**src/rtl/mips_mc_controller_pkg.sv**
```systemverilog
// ============================================================================
// mips_mc_controller_pkg : states, ALU codes, opcodes/functs and mux selects
// Rev 1.0
// ============================================================================
`default_nettype none

package mips_mc_controller_pkg;

  typedef enum logic [3:0] {
    S_FETCH   = 4'd0,
    S_DECODE  = 4'd1,
    S_MEMADR  = 4'd2,
    S_MEMRD   = 4'd3,
    S_MEMWB   = 4'd4,
    S_MEMWR   = 4'd5,
    S_RTYPEEX = 4'd6,
    S_RTYPEWB = 4'd7,
    S_IMMEX   = 4'd8,
    S_IMMWB   = 4'd9,
    S_BRANCH  = 4'd10,
    S_JUMP    = 4'd11,
    S_JR      = 4'd12,
    S_JAL     = 4'd13,
    S_TRAP    = 4'd14
  } state_e;

  typedef enum logic [2:0] {
    ALUOP_ADD   = 3'd0,
    ALUOP_SUB   = 3'd1,
    ALUOP_FUNCT = 3'd2,
    ALUOP_OR    = 3'd3,
    ALUOP_SLT   = 3'd4,
    ALUOP_SLTU  = 3'd5
  } aluop_e;

  localparam logic [3:0] c_ALU_ADD  = 4'b0010;
  localparam logic [3:0] c_ALU_SUB  = 4'b0110;
  localparam logic [3:0] c_ALU_AND  = 4'b0000;
  localparam logic [3:0] c_ALU_OR   = 4'b0001;
  localparam logic [3:0] c_ALU_SLT  = 4'b0111;
  localparam logic [3:0] c_ALU_SLTU = 4'b1111;

  localparam logic [5:0] c_OP_RTYPE = 6'b000000;
  localparam logic [5:0] c_OP_J     = 6'b000010;
  localparam logic [5:0] c_OP_JAL   = 6'b000011;
  localparam logic [5:0] c_OP_BEQ   = 6'b000100;
  localparam logic [5:0] c_OP_BNE   = 6'b000101;
  localparam logic [5:0] c_OP_ADDI  = 6'b001000;
  localparam logic [5:0] c_OP_ADDIU = 6'b001001;
  localparam logic [5:0] c_OP_SLTI  = 6'b001010;
  localparam logic [5:0] c_OP_SLTIU = 6'b001011;
  localparam logic [5:0] c_OP_ORI   = 6'b001101;
  localparam logic [5:0] c_OP_LUI   = 6'b001111;
  localparam logic [5:0] c_OP_LW    = 6'b100011;
  localparam logic [5:0] c_OP_SW    = 6'b101011;

  localparam logic [5:0] c_FN_JR    = 6'b001000;
  localparam logic [5:0] c_FN_ADD   = 6'b100000;
  localparam logic [5:0] c_FN_ADDU  = 6'b100001;
  localparam logic [5:0] c_FN_SUB   = 6'b100010;
  localparam logic [5:0] c_FN_SUBU  = 6'b100011;
  localparam logic [5:0] c_FN_AND   = 6'b100100;
  localparam logic [5:0] c_FN_OR    = 6'b100101;
  localparam logic [5:0] c_FN_SLT   = 6'b101010;
  localparam logic [5:0] c_FN_SLTU  = 6'b101011;

  localparam logic [1:0] c_PCSRC_ALU    = 2'b00;
  localparam logic [1:0] c_PCSRC_ALUOUT = 2'b01;
  localparam logic [1:0] c_PCSRC_JUMP   = 2'b10;
  localparam logic [1:0] c_PCSRC_REGA   = 2'b11;

  localparam logic [1:0] c_SRCB_REGB   = 2'b00;
  localparam logic [1:0] c_SRCB_FOUR   = 2'b01;
  localparam logic [1:0] c_SRCB_IMM    = 2'b10;
  localparam logic [1:0] c_SRCB_IMMSL2 = 2'b11;

  function automatic logic is_alu_funct(input logic [5:0] f);
    case (f)
      c_FN_ADD, c_FN_ADDU, c_FN_SUB, c_FN_SUBU,
      c_FN_AND, c_FN_OR, c_FN_SLT, c_FN_SLTU: return 1'b1;
      default:                                return 1'b0;
    endcase
  endfunction

  // States whose exit to FETCH completes (retires) an instruction.
  function automatic logic is_final(input state_e s);
    case (s)
      S_MEMWB, S_MEMWR, S_RTYPEWB, S_IMMWB,
      S_BRANCH, S_JUMP, S_JR, S_JAL: return 1'b1;
      default:                       return 1'b0;
    endcase
  endfunction

endpackage

`default_nettype wire

```
**src/rtl/mips_mc_controller_aludec.sv**
```systemverilog
// ============================================================================
// mips_mc_controller_aludec : ALU-op class + funct -> 4-bit ALU control
// Rev 1.0
// ============================================================================
`default_nettype none

module mips_mc_controller_aludec
  import mips_mc_controller_pkg::*;
(
  input  aluop_e      aluop_i,
  input  logic [5:0]  funct_i,
  output logic [3:0]  alucontrol_o
);

  always_comb begin
    alucontrol_o = c_ALU_ADD;
    case (aluop_i)
      ALUOP_ADD:  alucontrol_o = c_ALU_ADD;
      ALUOP_SUB:  alucontrol_o = c_ALU_SUB;
      ALUOP_OR:   alucontrol_o = c_ALU_OR;
      ALUOP_SLT:  alucontrol_o = c_ALU_SLT;
      ALUOP_SLTU: alucontrol_o = c_ALU_SLTU;
      ALUOP_FUNCT: begin
        case (funct_i)
          c_FN_SUB, c_FN_SUBU: alucontrol_o = c_ALU_SUB;
          c_FN_AND:            alucontrol_o = c_ALU_AND;
          c_FN_OR:             alucontrol_o = c_ALU_OR;
          c_FN_SLT:            alucontrol_o = c_ALU_SLT;
          c_FN_SLTU:           alucontrol_o = c_ALU_SLTU;
          default:             alucontrol_o = c_ALU_ADD;
        endcase
      end
      default:    alucontrol_o = c_ALU_ADD;
    endcase
  end

endmodule

`default_nettype wire

```
**src/rtl/mips_mc_controller.sv**
```systemverilog
// ============================================================================
// mips_mc_controller : multicycle MIPS control FSM with req/ready memory port
// Rev 1.0
// ============================================================================
`default_nettype none

module mips_mc_controller
  import mips_mc_controller_pkg::*;
#(
  parameter bit          TRAP_ON_ILLEGAL = 1'b1,
  parameter int unsigned CNT_W           = 32
) (
  input  logic             clk,
  input  logic             reset,
  input  logic [5:0]       op,
  input  logic [5:0]       funct,
  input  logic             zero,
  input  logic             memready,
  output logic             memreq,
  output logic             iord,
  output logic             memwrite,
  output logic             irwrite,
  output logic             pcen,
  output logic [1:0]       pcsrc,
  output logic             alusrca,
  output logic [1:0]       alusrcb,
  output logic [3:0]       alucontrol,
  output logic             signext,
  output logic             shiftl16,
  output logic             regwrite,
  output logic             regdst,
  output logic             memtoreg,
  output logic             pctoreg,
  output logic             illegal,
  output logic [CNT_W-1:0] instret
);

  localparam logic [CNT_W-1:0] c_CNT_ONE = {{(CNT_W-1){1'b0}}, 1'b1};

  state_e             state_q, state_d;
  state_e             dec_state;
  state_e             illegal_tgt;
  aluop_e             aluop;
  logic               retire;
  logic [CNT_W-1:0]   instret_q;

  generate
    if (TRAP_ON_ILLEGAL) begin : g_trap
      assign illegal_tgt = S_TRAP;
    end else begin : g_nop
      assign illegal_tgt = S_FETCH;
    end
  endgenerate

  always_comb begin
    dec_state = illegal_tgt;
    case (op)
      c_OP_RTYPE: begin
        if (funct == c_FN_JR)         dec_state = S_JR;
        else if (is_alu_funct(funct)) dec_state = S_RTYPEEX;
        else                          dec_state = illegal_tgt;
      end
      c_OP_LW, c_OP_SW:               dec_state = S_MEMADR;
      c_OP_BEQ, c_OP_BNE:             dec_state = S_BRANCH;
      c_OP_ADDI, c_OP_ADDIU, c_OP_SLTI,
      c_OP_SLTIU, c_OP_ORI, c_OP_LUI: dec_state = S_IMMEX;
      c_OP_J:                         dec_state = S_JUMP;
      c_OP_JAL:                       dec_state = S_JAL;
      default:                        dec_state = illegal_tgt;
    endcase
  end

  always_comb begin
    state_d  = state_q;
    memreq   = 1'b0;
    iord     = 1'b0;
    memwrite = 1'b0;
    irwrite  = 1'b0;
    pcen     = 1'b0;
    pcsrc    = c_PCSRC_ALU;
    alusrca  = 1'b0;
    alusrcb  = c_SRCB_REGB;
    aluop    = ALUOP_ADD;
    signext  = 1'b0;
    shiftl16 = 1'b0;
    regwrite = 1'b0;
    regdst   = 1'b0;
    memtoreg = 1'b0;
    pctoreg  = 1'b0;
    illegal  = 1'b0;
    case (state_q)
      S_FETCH: begin
        memreq  = 1'b1;
        alusrcb = c_SRCB_FOUR;
        if (memready) begin
          irwrite = 1'b1;
          pcen    = 1'b1;
          state_d = S_DECODE;
        end
      end
      S_DECODE: begin
        alusrcb = c_SRCB_IMMSL2;
        signext = 1'b1;
        state_d = dec_state;
      end
      S_MEMADR: begin
        alusrca = 1'b1;
        alusrcb = c_SRCB_IMM;
        signext = 1'b1;
        state_d = (op == c_OP_SW) ? S_MEMWR : S_MEMRD;
      end
      S_MEMRD: begin
        memreq = 1'b1;
        iord   = 1'b1;
        if (memready) state_d = S_MEMWB;
      end
      S_MEMWB: begin
        regwrite = 1'b1;
        memtoreg = 1'b1;
        state_d  = S_FETCH;
      end
      S_MEMWR: begin
        memreq   = 1'b1;
        memwrite = 1'b1;
        iord     = 1'b1;
        if (memready) state_d = S_FETCH;
      end
      S_RTYPEEX: begin
        alusrca = 1'b1;
        aluop   = ALUOP_FUNCT;
        state_d = S_RTYPEWB;
      end
      // ALU selects held so alucontrol stays meaningful during write-back.
      S_RTYPEWB: begin
        alusrca  = 1'b1;
        aluop    = ALUOP_FUNCT;
        regwrite = 1'b1;
        regdst   = 1'b1;
        state_d  = S_FETCH;
      end
      S_IMMEX: begin
        alusrca = 1'b1;
        alusrcb = c_SRCB_IMM;
        case (op)
          c_OP_SLTI:  begin aluop = ALUOP_SLT;  signext = 1'b1; end
          c_OP_SLTIU: begin aluop = ALUOP_SLTU; signext = 1'b1; end
          c_OP_ORI:   begin aluop = ALUOP_OR;   signext = 1'b0; end
          c_OP_LUI:   begin aluop = ALUOP_ADD;  shiftl16 = 1'b1; end
          default:    begin aluop = ALUOP_ADD;  signext = 1'b1; end
        endcase
        state_d = S_IMMWB;
      end
      S_IMMWB: begin
        regwrite = 1'b1;
        state_d  = S_FETCH;
      end
      S_BRANCH: begin
        alusrca = 1'b1;
        aluop   = ALUOP_SUB;
        pcsrc   = c_PCSRC_ALUOUT;
        pcen    = (op == c_OP_BEQ) ? zero : ~zero;
        state_d = S_FETCH;
      end
      S_JUMP: begin
        pcsrc   = c_PCSRC_JUMP;
        pcen    = 1'b1;
        state_d = S_FETCH;
      end
      S_JR: begin
        pcsrc   = c_PCSRC_REGA;
        pcen    = 1'b1;
        state_d = S_FETCH;
      end
      S_JAL: begin
        pcsrc    = c_PCSRC_JUMP;
        pcen     = 1'b1;
        regwrite = 1'b1;
        pctoreg  = 1'b1;
        state_d  = S_FETCH;
      end
      S_TRAP: illegal = 1'b1;
      default: state_d = S_FETCH;
    endcase

    retire = is_final(state_q) && (state_d == S_FETCH);

    // Reset aborts whatever is in flight within the same cycle.
    if (reset) begin
      memreq   = 1'b0;
      memwrite = 1'b0;
      irwrite  = 1'b0;
      pcen     = 1'b0;
      regwrite = 1'b0;
      illegal  = 1'b0;
      retire   = 1'b0;
    end
  end

  always_ff @(posedge clk) begin
    if (reset) begin
      state_q   <= S_FETCH;
      instret_q <= '0;
    end else begin
      state_q <= state_d;
      if (retire) instret_q <= instret_q + c_CNT_ONE;
    end
  end

  assign instret = instret_q;

  mips_mc_controller_aludec u_aludec (
    .aluop_i      (aluop),
    .funct_i      (funct),
    .alucontrol_o (alucontrol)
  );

endmodule

`default_nettype wire

```
**config.mk**
```make
export PLATFORM = sky130hd
export DESIGN_NAME = mips_mc_controller
export DESIGN_NICKNAME = d
export VERILOG_FILES = /design/src/rtl/mips_mc_controller_pkg.sv /design/src/rtl/mips_mc_controller_aludec.sv /design/src/rtl/mips_mc_controller.sv
export SDC_FILE = /design/constraint.sdc
export NUM_CORES = 1
export LEC_CHECK = 0
export CAP_MARGIN = 10
export CORE_MARGIN = 1
export CORE_UTILIZATION = 48
export DETAILED_ROUTE_END_ITERATION = 8
export GPL_TIMING_DRIVEN = 0
export PLACE_DENSITY = 0.81
export SLEW_MARGIN = 0
export SYNTH_ARGS = -nofsm -noshare
export SYNTH_HDL_FRONTEND = slang
export SYNTH_SLANG_ARGS = --single-unit
export TNS_END_PERCENT = 30
```
**constraint.sdc**
```tcl
create_clock -name clk -period 3.4 [get_ports clk]
set_input_delay 0.68 -clock clk [delete_from_list [all_inputs] [get_ports clk]]
set_output_delay 0.68 -clock clk [all_outputs]
set_load 0.05 [all_outputs]
```
==> impl_metrics.ini, run 1 <==
[power]
switching_power_mw = 1.112
totalPowerFinal_mw = 2.129
p_per_area_nw_per_um2 = 595.2
power_frac_clock_pct = 15.2
p_int_mw = 1.017
p_leak_nw = 1.206
comb_power_share_pct = 62.2
sw_frac_of_total_pct = 52.24
seq_power_share_pct = 22.6
vdd_drop_max_uv = 315.7

[timing]
setup_viol = 0
worstMarginPinSlew_ps = 1033
fmax_ghz = 0.2971
setup_tns_ps = 0
max_slew_margin_pct = 30.19
hold_viol = 0
whs_ps = 471.0
fin_crit_sh_pct = 98.99
slew_violations = 0
setup_slack_ps = 34.29
finalClockSkew_ps = 6.501
rsz0062_at_grt = yes
min_period_ps = 3366

[critical_path]
r2r-start = state_q[3]
rrSetupSlack_ps = 430
required_ps = 2720
worst-path-max-fanout = 4
crit_chain = clkdlybuf4s50_1, nor2_1, nand3_1, xor2_1, o211a_1, o21ai_0, a21oi_1, clkdlybuf4s15_1
worstReg2RegEnd = instret[7]
crit_path_max_incr_delay_ps = 490
start_kind = input pin
worst-setup-path-type = in2out
critPathCaptureType = output port
critPathBufInv = 2
worstPathArrival_ps = 2690
slowest_stage = clkdlybuf4s50_1
rr_worst_depth = 7
path_delay_family = buffers and inverters

[clock_tree]
clkSlewWorstSetupHoldPaths_ps = 70
cts_buffer_depth = 2
htreeDepth = 2
holdBufCountCts = 0
postCtsSetupBuffers = 0
cts_tree = built
clock_latency_ps = 290
cts_sinks = 37
numCtsBuffers = 5
cts_root_buffer = clkbuf_8

[yosys]
yosysSeqAreaShare_pct = 27.03
synth_cells = 359
yosysWarnings = 0
syn_area_um2 = 2740
ys.flop_type = dfxtp_1
async_flop_share_pct = 0
synth-seq-cells = 37
syn_nets = 376
syn_area_per_cell_um2 = 7.633
synth_edf_count = 0
synth_cell_type_count = 60

[final_layout]
nets = 447
fin_util_pct = 64.94
diodes = 0
fin_area_um2 = 3576
drive_above_1_share_pct = 8.605
final_cells = 502
syn2layout_area_growth_pct = 30.50

[die]
core_um2 = 5507
die_w_um = 77.56
num_rows = 27
io_pins = 69
initial_core_util_pct = 49.76
die_y_um = 77.56
fp.dieArea_um2 = 6015

[flow_run]
drv_cap = 0

[route]
dr.pass1.iters = 4
vias = 3208
route.detailed.drc = 0
wl_per_cell_um = 15.82
drt_wl_total_mm = 7.942
final_antenna_net_count = 0
routed_via_density = 6.390
drt-initial-drc-count = 336

[worst_hold_path]
hp-start = instret[31]
hold_path.class = reg2reg
whs_path_depth = 1
whs_endpoint = instret[31]

[global_route]
grt_pass1_wl_mm = 13.43
groute.usage.overall_pct = 26.83
grt_max_degree = 12
grt_pass1_vias = 2838
overflow = 0
antenna_found_initial = 0

[place]
placed_area_um2 = 3471
place_congestion = 0.9036
io_buffer_count = 64
dp_hpwl_mm = 5.906
pre_cts_slack_ps = -335.3
placedCellCount = 495

[run_status]
outcome = finished, final reports clean
==> cells in the final DEF (no fill, tap or decap), types with 11 or more instances in the layout <==
master / synthesis / layout
a21oi_1: 33 / 33
nor2_1: 23 / 23
clkbuf_1: 19 / 19
nor2b_1: 12 / 12
o31ai_1: 23 / 23
dfxtp_1: 37 / 37
clkdlybuf4s50_1: 0 / 53
o21ai_0: 11 / 11
nand3_1: 18 / 18
nand2_1: 17 / 16
nand4_1: 18 / 18
or4_1: 25 / 25
==> kinds of logic (layout without fill, tap and decap cells) <==
| kind of cell | Yosys count | in the layout | share of synthesized area [%] |
|---|---|---|---|
| muxes | 3 | 3 | 1.142 |
| buffers and inverters | 42 | 113 | 7.626 |
| AOI/OAI and AO/OA | 104 | 104 | 25.71 |
| DFF | 37 | 37 | 27.03 |
| adders and majority gates | 1 | 1 | 0.4565 |
| and+or+nand+nor | 167 | 167 | 36.44 |
| xor gates and xnor gates | 5 | 5 | 1.598 |
==> sequential cells by signal (all words and copies together), names as in the netlist, named ones only <==
| signal | flops |
|---|---|
| state_q | 4 |
| instret | 32 |
==> area by class of cell <==
class	count	area [µm²]
inverters	8	30.03
clock buffers	6	82.58
plain buffers	34	178.9
multi-input cells	280	1810
fillers	478	1931
repair buffers	64	635.6
clock inverters	1	7.507
well taps	72	90.09
flip-flops and latches	37	740.7
==> worst max-delay path by stage <==
stage,start,end,slack (ps),cells past startpoint
2_1_floorplan,state_q[2],memreq,290,5
3_3_place_gp,op[0],alucontrol[0],-320,8
3_5_place_dp,op[0],alucontrol[0],-340,8
6_report,op[4],pcen,30,8
5_1_grt,op[4],pcen,-40,8
4_1_cts,op[0],alucontrol[0],-30,8
==> timing repair <==
item	CTS	global route
resized for setup	11	12
setup endpoints to repair	8	31
gates cloned	0	0
==> cells in the mapped netlist (9+ instances only) <==
cell,n,area [µm²]
a21oi_1,33,165.2
clkbuf_1,19,71.32
dfxtp_1,37,740.7
nand2_1,17,63.81
nand3_1,18,90.09
nand4_1,18,112.6
nor2_1,23,86.33
nor2b_1,12,75.07
nor3_1,9,45.04
o21ai_0,11,55.05
o31ai_1,23,172.7
or4_1,25,187.7
==> power by group through the flow <==
stage	clock (mW)	combinational, mW	sequential, mW
finish	0.323	1.32	0.482
global route	0.344	1.43	0.483
CTS	0.326	1.29	0.480
detailed placement	0	1.31	0.490
global placement	0	1.30	0.488
floorplan	0	0.936	0.487
==> worst reg2reg max path, cell delays in order, from the launching register on <==
cell and delay [ps]:
dfxtp_1 360, nor4b_1 890, a311oi_2 280, nand2_2 230
clkbuf_1 380, clkbuf_1 450, o31ai_1 170, a21oi_1 140
==> per-layer routing <==
metal  up-vias  track usage (%)  share of wire, %
li1       1541                -                 -
met1      1539            37.55                47
met2       122            43.54                47
met3         6            3.882               6.0
met4         0            5.472              0.69
met5         -                0                 0
(Power assumes the default switching activity.)
==> run 2: changes to the inputs <==
--- a/config.mk
+++ b/config.mk
@@ -6,7 +6,7 @@
 export NUM_CORES = 1
 export LEC_CHECK = 0
 export CAP_MARGIN = 10
-export CORE_MARGIN = 1
+export CORE_MARGIN = 2
 export CORE_UTILIZATION = 48
 export DETAILED_ROUTE_END_ITERATION = 8
 export GPL_TIMING_DRIVEN = 0
==> run 2 against run 1 <==
Flip-flop and latch count unchanged. Wire length is 0.64% higher. First-iteration DRC count decreased by 19%. Via count is 0.81% lower. Power shrank 1.4%. Sequential share of layout area increased by 0.065 points. Critical endpoint is now regdst. Largest power group unchanged. Highest routed layer unchanged.
==> impl_metrics.ini, run 2 (synthesis results as in run 1) <==
[place]
placedCellCount = 495
io_buffer_count = 64
placed_area_um2 = 3471
dp_hpwl_mm = 5.933
place_congestion = 0.9062

[route]
wl_per_cell_um = 15.89
route.detailed.drc = 0
drt_wl_total_mm = 7.993
dr.pass1.iters = 8
final_antenna_net_count = 0
routed_via_density = 6.326
drt-initial-drc-count = 273
vias = 3182

[critical_path]
worstPathArrival_ps = 2630
worst-setup-path-type = reg2out
start_kind = register
worst-path-max-fanout = 10
endpoint = regdst
rr_worst_depth = 10
r2r-start = state_q[2]
rrSetupSlack_ps = 570
required_ps = 2720
startpoint = state_q[2]
worstReg2RegEnd = instret[27]
critPathCaptureType = output port

[clock_tree]
clkSlewWorstSetupHoldPaths_ps = 70
htreeDepth = 2
cts_sinks = 37
holdBufCountCts = 0
cts_root_buffer = clkbuf_8
clock_latency_ps = 290
cts_tree = built
numCtsBuffers = 5
cts_buffer_depth = 2

[timing]
min_period_ps = 3310
max_slew_margin_pct = 37.50
finalClockSkew_ps = 8.135
fmax_ghz = 0.3021
worstMarginPinSlew_ps = 924.5
hold_viol = 0
rsz0062_at_grt = yes
setup_viol = 0
slew_violations = 0
fin_crit_sh_pct = 97.34

[final_layout]
diodes = 0
final_common_cell = clkdlybuf4s50_1
largest_reg_flops = 32
drive_above_1_share_pct = 8.817
fillCellCount = 493
syn2layout_area_growth_pct = 30.09
final_cells = 503
fin_area_um2 = 3565
nets = 448
layout_common_cells = clkdlybuf4s50_1, dfxtp_1, a21oi_1, or4_1

[die]
fp.dieArea_um2 = 6329
die_y_um = 79.56
num_rows = 27
initial_core_util_pct = 49.76
core_um2 = 5507
io_pins = 69
die_w_um = 79.56

[global_route]
overflow = 0
groute.usage.overall_pct = 25.45
grt_max_degree = 11
grt_pass1_vias = 2756
antenna_found_initial = 0
grt_pass1_wl_mm = 13.11

[power]
p_per_area_nw_per_um2 = 588.6
p_leak_nw = 1.210
vdd_drop_max_uv = 401.4

[worst_hold_path]
hold_path.class = reg2reg

[flow_run]
drv_cap = 0

[run_status]
outcome = finished, final reports clean
## run 2: changes by cell type in the layout (fill, tap and decap cells not counted), sizes merged
cell / delta
clkinvlp: -1
clkbuf: +2
buf: +1
dlygate4sd2: +1
dlymetal6s2s: -1
clkdlybuf4s15: -2
clkdlybuf4s50: +1
## run 2: final cells by class
cell class | count | area, µm² | share of cell area, %
Clock buffer | 7 | 86.33 | 2.422
Multi-Input combinational cell | 280 | 1802 | 50.54
Timing Repair Buffer | 65 | 634.4 | 17.80
Buffer | 34 | 181.4 | 5.090
Inverter | 8 | 30.03 | 0.8424
Sequential cell | 37 | 740.7 | 20.78
Tap cell | 72 | 90.09 | 2.527
## run 2: layer usage
layer | vias up | global-route usage [%] | routed length [µm]
met1 | 1492 | 36.98 | 3751
met2 | 126 | 39.66 | 3623
met5 | - | 0 | 0
met4 | 0 | 5.517 | 121
met3 | 16 | 3.846 | 496
li1 | 1548 | - | -
## run 2: timing repair
item                                    4_1_cts  5_1_grt
setup buffers                                 0        1
pin swaps                                     0        1
resized for setup                            11       13
cloned                                        0        0
endpoints found under the setup margin        8       24
## run 2: worst min path at each step
stage | from | endpoint | depth (start not counted)
2_1_floorplan | state_q[1] | state_q[2] | 3
3_5_place_dp | instret[31] | instret[31] | 1
6_report | instret[31] | instret[31] | 1
4_1_cts | instret[31] | instret[31] | 1
3_3_place_gp | instret[31] | instret[31] | 1
5_1_grt | instret[31] | instret[31] | 1
## run 2: worst max-delay path, cell delays in order, from the launching register on
cell             delay (ps)
dfxtp_1                 360
buf_2                   220
buf_1                   390
inv_1                   160
nor2_1                  150
and3_1                  210
clkdlybuf4s50_1         850
## run 2: power breakdown
part	switching [mW]	internal [mW]	total, mW
Clock	0.150	0.161	0.311
Sequential	0.0194	0.459	0.479
Combinational	0.915	0.394	1.31
Total	1.08	1.01	2.10
## run 2: stage by stage
step | hold WS, ps | TNS [ps] | setup WS [ps] | utilization (%) | total power, mW
finish | 465.5 | 0 | 90.28 | 64.74 | 2.098
global route | 494.1 | -118.6 | -47.68 | 64.74 | 2.223
CTS | 473.4 | -7.908 | -7.908 | 64.49 | 2.079
detailed placement | 453.4 | -4560 | -307.5 | 63.03 | 1.790
global placement | 459.4 | -3838 | -320.1 | 63.03 | 1.784
floorplan | 628.6 | 0 | 286.0 | - | 1.423
